===== src/rtl/ext_int_controller_if.sv =====
// Core-side interrupt handshake between the EIC and the Kabeta interrupt unit.
// The master drives the request and ID; the slave (core) returns a one-cycle ack.
interface ext_int_controller_if #(
    parameter int ID_W = 1
);
    logic            EIC_IntReq;
    logic [ID_W-1:0] EIC_IntId;
    logic            EIC_IntAck;

    modport master (output EIC_IntReq, output EIC_IntId, input EIC_IntAck);
    modport slave  (input EIC_IntReq, input EIC_IntId, output EIC_IntAck);
endinterface


===== src/rtl/ext_int_controller.sv =====
// External interrupt controller: sync + edge detect, pending/mask, one-at-a-time grant.
// Define EIC_ROUND_ROBIN_EN for round-robin arbitration; fixed lowest-index priority otherwise.
module ext_int_controller #(
    parameter int ID_W    = 1,
    parameter int NUM_SRC = 2
) (
    input  logic               Sys_Clock,
    input  logic               Sys_Reset,
    input  logic [NUM_SRC-1:0] Src_Irq,
    input  logic               Cfg_MaskWe,
    input  logic [NUM_SRC-1:0] Cfg_MaskIn,
    output logic [NUM_SRC-1:0] Cfg_Mask,
    output logic [NUM_SRC-1:0] Int_Pending,
    ext_int_controller_if.master eic
);

    typedef enum logic [1:0] {
        IDLE,
        REQ,
        GAP
    } state_t;

    state_t             state;
    logic [NUM_SRC-1:0] sync1;
    logic [NUM_SRC-1:0] sync2;
    logic [NUM_SRC-1:0] sync3;
    logic [NUM_SRC-1:0] rise;
    logic [NUM_SRC-1:0] eligible;
    logic [NUM_SRC-1:0] ack_clear;
    logic [ID_W-1:0]    winner;

    // Two flops for metastability, the third only feeds the edge detector.
    always_ff @(posedge Sys_Clock or posedge Sys_Reset) begin
        if (Sys_Reset) begin
            sync1 <= '0;
            sync2 <= '0;
            sync3 <= '0;
        end else begin
            sync1 <= Src_Irq;
            sync2 <= sync1;
            sync3 <= sync2;
        end
    end

    assign rise     = sync2 & ~sync3;
    assign eligible = Int_Pending & ~Cfg_Mask;

    always_comb begin
        ack_clear = '0;
        if (state == REQ && eic.EIC_IntAck) begin
            ack_clear[eic.EIC_IntId] = 1'b1;
        end
    end

    // OR-ing rise after the clear lets a new event survive a same-cycle ack.
    always_ff @(posedge Sys_Clock or posedge Sys_Reset) begin
        if (Sys_Reset) begin
            Int_Pending <= '0;
            Cfg_Mask    <= '0;
        end else begin
            Int_Pending <= (Int_Pending & ~ack_clear) | rise;
            if (Cfg_MaskWe) begin
                Cfg_Mask <= Cfg_MaskIn;
            end
        end
    end

`ifdef EIC_ROUND_ROBIN_EN
    logic [ID_W-1:0] last_granted;
    logic [ID_W-1:0] probe;
    logic            found;

    // NUM_SRC is a power of two, so ID_W-bit wraparound gives the modulo.
    always_comb begin
        winner = '0;
        found  = 1'b0;
        probe  = '0;
        for (int k = 0; k < NUM_SRC; k++) begin
            probe = last_granted + ID_W'(1) + ID_W'(k);
            if (!found && eligible[probe]) begin
                winner = probe;
                found  = 1'b1;
            end
        end
    end

    always_ff @(posedge Sys_Clock or posedge Sys_Reset) begin
        if (Sys_Reset) begin
            last_granted <= '0;
        end else if (state == REQ && eic.EIC_IntAck) begin
            last_granted <= eic.EIC_IntId;
        end
    end
`else
    always_comb begin
        winner = '0;
        for (int k = NUM_SRC - 1; k >= 0; k--) begin
            if (eligible[k]) begin
                winner = ID_W'(k);
            end
        end
    end
`endif

    // The request is held through REQ regardless of later mask or pending changes.
    always_ff @(posedge Sys_Clock or posedge Sys_Reset) begin
        if (Sys_Reset) begin
            state          <= IDLE;
            eic.EIC_IntReq <= 1'b0;
            eic.EIC_IntId  <= '0;
        end else begin
            case (state)
                IDLE: begin
                    if (|eligible) begin
                        eic.EIC_IntId  <= winner;
                        eic.EIC_IntReq <= 1'b1;
                        state          <= REQ;
                    end
                end
                REQ: begin
                    if (eic.EIC_IntAck) begin
                        eic.EIC_IntReq <= 1'b0;
                        state          <= GAP;
                    end
                end
                GAP: begin
                    state <= IDLE;
                end
                default: begin
                    eic.EIC_IntReq <= 1'b0;
                    state          <= IDLE;
                end
            endcase
        end
    end

endmodule


===== src/flat_wrapper.sv =====
// flat-port wrapper written by rule: the top's interface ports become plain ports
module ext_int_controller_flat 
#(
    parameter int ID_W    = 1,
    parameter int NUM_SRC = 2
)
  (Sys_Clock, Sys_Reset, Src_Irq, Cfg_MaskWe, Cfg_MaskIn, Cfg_Mask, Int_Pending, eic_EIC_IntReq, eic_EIC_IntId, eic_EIC_IntAck);
  ext_int_controller_if #(.ID_W(ID_W)) eic_i ();
  input  logic Sys_Clock;
  input  logic Sys_Reset;
  input  logic [NUM_SRC-1:0] Src_Irq;
  input  logic Cfg_MaskWe;
  input  logic [NUM_SRC-1:0] Cfg_MaskIn;
  output logic [NUM_SRC-1:0] Cfg_Mask;
  output logic [NUM_SRC-1:0] Int_Pending;
  output wire logic [$bits(eic_i.EIC_IntReq)-1:0] eic_EIC_IntReq;
  output wire logic [$bits(eic_i.EIC_IntId)-1:0] eic_EIC_IntId;
  input wire logic [$bits(eic_i.EIC_IntAck)-1:0] eic_EIC_IntAck;
  assign eic_EIC_IntReq = eic_i.EIC_IntReq;
  assign eic_EIC_IntId = eic_i.EIC_IntId;
  assign eic_i.EIC_IntAck = eic_EIC_IntAck;
  ext_int_controller #(.ID_W(ID_W), .NUM_SRC(NUM_SRC)) u_core (.Sys_Clock(Sys_Clock), .Sys_Reset(Sys_Reset), .Src_Irq(Src_Irq), .Cfg_MaskWe(Cfg_MaskWe), .Cfg_MaskIn(Cfg_MaskIn), .Cfg_Mask(Cfg_Mask), .Int_Pending(Int_Pending), .eic(eic_i));
endmodule

===== config.mk =====
export PLATFORM = sky130hd
export DESIGN_NAME = ext_int_controller_flat
export DESIGN_NICKNAME = d
export VERILOG_FILES = /design/src/rtl/ext_int_controller_if.sv /design/src/rtl/ext_int_controller.sv /design/src/flat_wrapper.sv
export SDC_FILE = /design/constraint.sdc
export NUM_CORES = 1
export LEC_CHECK = 0
export CORE_MARGIN = 1.5
export CORE_UTILIZATION = 30
export CTS_BUF_LIST = sky130_fd_sc_hd__clkbuf_8 sky130_fd_sc_hd__clkbuf_16
export DETAILED_ROUTE_END_ITERATION = 16
export DONT_BUFFER_PORTS = 1
export SKIP_CTS_REPAIR_TIMING = 1
export SYNTH_ARGS = -nofsm -noshare
export SYNTH_HDL_FRONTEND = slang
export SYNTH_SLANG_ARGS = --single-unit
export TNS_END_PERCENT = 10

===== constraint.sdc =====
create_clock -name Sys_Clock -period 1.38 [get_ports Sys_Clock]
set_clock_uncertainty 0.05 [all_clocks]
set_input_delay 0.138 -clock Sys_Clock [delete_from_list [all_inputs] [get_ports Sys_Clock]]
set_output_delay 0.138 -clock Sys_Clock [all_outputs]
set_load 0.02 [all_outputs]

==> impl_metrics.py <==
metrics = {
    "power": {
        "irDropWorstVdd_mv": 0.743,
        "p_leak_nw": 0.276,
        "p_per_area_nw_per_um2": 2050,
    },
    "logic_synthesis": {
        "yosys_warnings": 0,
        "synth_simple_gate_area_share_pct": 10.5,
        "synth_compound_area_share_pct": 8.92,
        "synthXorXnorAreaFrac_pct": 0,
        "syn_inst": 35,
        "synth_area_um2": 477,
        "synth_fp_nets": 43,
        "avgSynthCellArea_um2": 13.6,
        "synth_top_family_by_area": "simple AND/OR/NAND/NOR gates",
        "synth_seq_cells": 14,
        "yosys.area_share.adder_pct": 0,
        "synth-seq-area-share_pct": 73.5,
        "ys_types": 12,
        "synthMuxAreaShare_pct": 4.72,
    },
    "clock_network": {
        "clk_pin_slew_ns": 0.06,
        "cts_tree": "yes",
        "clockBufferDepth": 2,
        "clk_latency_ns": 0.24,
        "cts_buffers": 3,
        "htree_levels": 1,
        "cts_sinks": 14,
        "cts_root_buf": "clkbuf_8",
    },
    "floorplanning": {
        "fp-row-count": 14,
        "io_pins": 14,
        "die_h_um": 42.9,
        "die_area_um2": 1840,
        "die_w_um": 42.9,
        "start_util_pct": 32.0,
        "core_um2": 1490,
    },
    "timing": {
        "post-route-period-util_pct": 79.0,
        "grt_setup_unrepaired": "false",
        "maxSlewViolCount": 0,
        "setup_viol": 0,
        "timing.fmax_mhz": 918,
        "final_hold_viol_count": 0,
        "tightest_slew_ns": 0.526,
        "relSlewSlack_pct": 64.9,
        "whs_ns": 0.00397,
        "fin_ws_ns": 0.290,
        "tns_ns": 0,
        "period_minus_slack_ns": 1.09,
    },
    "grt": {
        "grt_pass1_wl_um": 1260,
        "grt_pass1_vias": 289,
        "track_usage_pct": 9.81,
        "grt_max_degree": 15,
        "antenna_found_initial": 0,
        "grt_overflow_total": 0,
    },
    "worst_setup_path": {
        "critPathRequiredTime_ns": 1.45,
        "critPathLaunchType": "flip-flop",
        "setup.worst_path.start": "u_core.Int_Pending[1]$_DFF_PP0_",
        "critPathTopFamily": "flip-flops",
        "crit_path_end_kind": "flip-flop",
        "cp_cell_sequence": "nor2b_1 > o21ai_1 > o21ai_0",
        "cp_max_fo": 3,
        "crit_arrival_ns": 1.16,
        "cpPeakStageDelay_ns": 0.47,
        "crit_slowest_cell": "dfrtp_1",
        "r2r-start": "u_core.Int_Pending[1]$_DFF_PP0_",
        "crit_type": "reg2reg",
        "crit_buf_inv": 0,
    },
    "worst_hold_path": {
        "hp-start": "Cfg_MaskIn[0]",
        "min_path_type": "in2reg",
    },
    "cells_and_area": {
        "fillers": 147,
        "syn_to_final_growth_pct": 26.2,
        "fin_nets": 53,
        "drive_above_1_share_pct": 15.9,
        "antenna_cells": 0,
    },
    "job": {
        "maxCapViolations": 0,
    },
    "placement": {
        "hpwl_um": 531,
        "gp_congestion": 0.660,
        "post-place-ws_ns": 0.289,
        "portBuffers": 0,
    },
    "routing": {
        "firstDrtPassIters": 4,
        "ant_nets": 0,
        "drc": 0,
        "wire_per_inst_um": 13.0,
        "avgViaCountPerCell": 4.92,
        "vias": 295,
        "drt-total-wl_um": 778,
        "drt_iter0_drc": 8,
    },
    "status": {
        "status": "complete, no violations",
    },
}
==> where the power goes <==
| part | switching (mW) | internal [mW] |
|---|---|---|
| Combinational | 0.0877 | 0.0964 |
| Sequential | 0.159 | 0.506 |
| Clock | 0.134 | 0.252 |
| Total | 0.381 | 0.854 |
==> through the flow <==
step / cells / util [%] / area (µm²) / total power, mW
floorplan: 35 / - / 477 / 0.794
global placement: 51 / 33.4 / 497 / 0.832
detailed placement: 51 / 33.4 / 497 / 0.846
finish: 60 / 40.4 / 602 / 1.24
CTS: 55 / 37.1 / 552 / 1.24
global route: 60 / 40.4 / 602 / 1.31
==> cell usage in the layout, fill, tap and decap left out, drive strengths merged, types with 2 or more instances in the layout <==
| master | netlist | routed |
|---|---|---|
| a22o | 2 | 2 |
| mux2 | 2 | 2 |
| nand2 | 3 | 3 |
| nand2b | 2 | 2 |
| clkbuf | 0 | 4 |
| inv | 3 | 3 |
| o21ai | 3 | 3 |
| nor2b | 2 | 2 |
| a21oi | 2 | 2 |
| dlygate4sd3 | 0 | 5 |
| dfrtp | 14 | 14 |
==> worst paths after layout <==
check | to | slack [ns] | cells after the start
max | u_core.state[0]$_DFFE_PP0P_ | 0.29 | 3
min | u_core.Cfg_Mask[0]$_DFFE_PP0P_ | 0.004 | 1
max reg2reg | u_core.state[0]$_DFFE_PP0P_ | 0.29 | 3
min reg2reg | u_core.sync2[0]$_DFF_PP0_ | 0.30 | 0
max in group asynchronous | u_core.Cfg_Mask[1]$_DFFE_PP0P_ | 0.60 | 2
min in group asynchronous | u_core.sync2[0]$_DFF_PP0_ | 0.32 | 2
==> cell usage after synthesis, drive strengths merged <==
cell type  instances  area share, %
and3b              1            2.1
nor2b              2            2.6
inv                3            2.4
o21ai              3            3.1
dfrtp             14             73
mux2               2            4.7
a21oi              2            2.1
a22o               2            3.7
nand2b             2            2.6
nand2              3            2.4
nor2               1           0.79
==> layout make-up <==
cell class	count	area [µm²]	area share, %
inverters	3	11.3	1.87
repair buffers	5	50.0	8.32
multi-input cells	18	115	19.1
clock buffers	4	55.1	9.15
flip-flops and latches	14	350	58.2
well taps	16	20.0	3.33
==> logic make-up (layout without fill, tap and decap cells) <==
| kind of cell | count (synthesis) | in the layout |
|---|---|---|
| muxes | 2 | 2 |
| buffers and inverters | 3 | 12 |
| DFF | 14 | 14 |
| and+or+nand+nor | 9 | 9 |
| AOI/OAI and AO/OA | 7 | 7 |
==> metal layers <==
| layer | GRT usage, % | vias to the layer above | routed length (µm) |
|---|---|---|---|
| li1 | - | 133 | - |
| met1 | 10.4 | 145 | 315 |
| met2 | 14.5 | 17 | 372 |
| met3 | 7.66 | 0 | 90 |
| met4 | 3.75 | 0 | 0 |
| met5 | 0 | - | 0 |
==> worst register-to-register path, stage by stage (launching register included) <==
cell	delay, ns
dfrtp_1	0.47
nor2b_1	0.19
o21ai_1	0.17
o21ai_0	0.10
==> sequential cells by signal (all words and copies together), names as in the netlist <==
register	flops
u_core.sync1	2
u_core.eic.EIC_IntReq	1
u_core.Cfg_Mask	2
u_core.sync2	2
u_core.Int_Pending	2
u_core.sync3	2
u_core.state	2
u_core.eic.EIC_IntId	1
(Power assumes the default switching activity.)
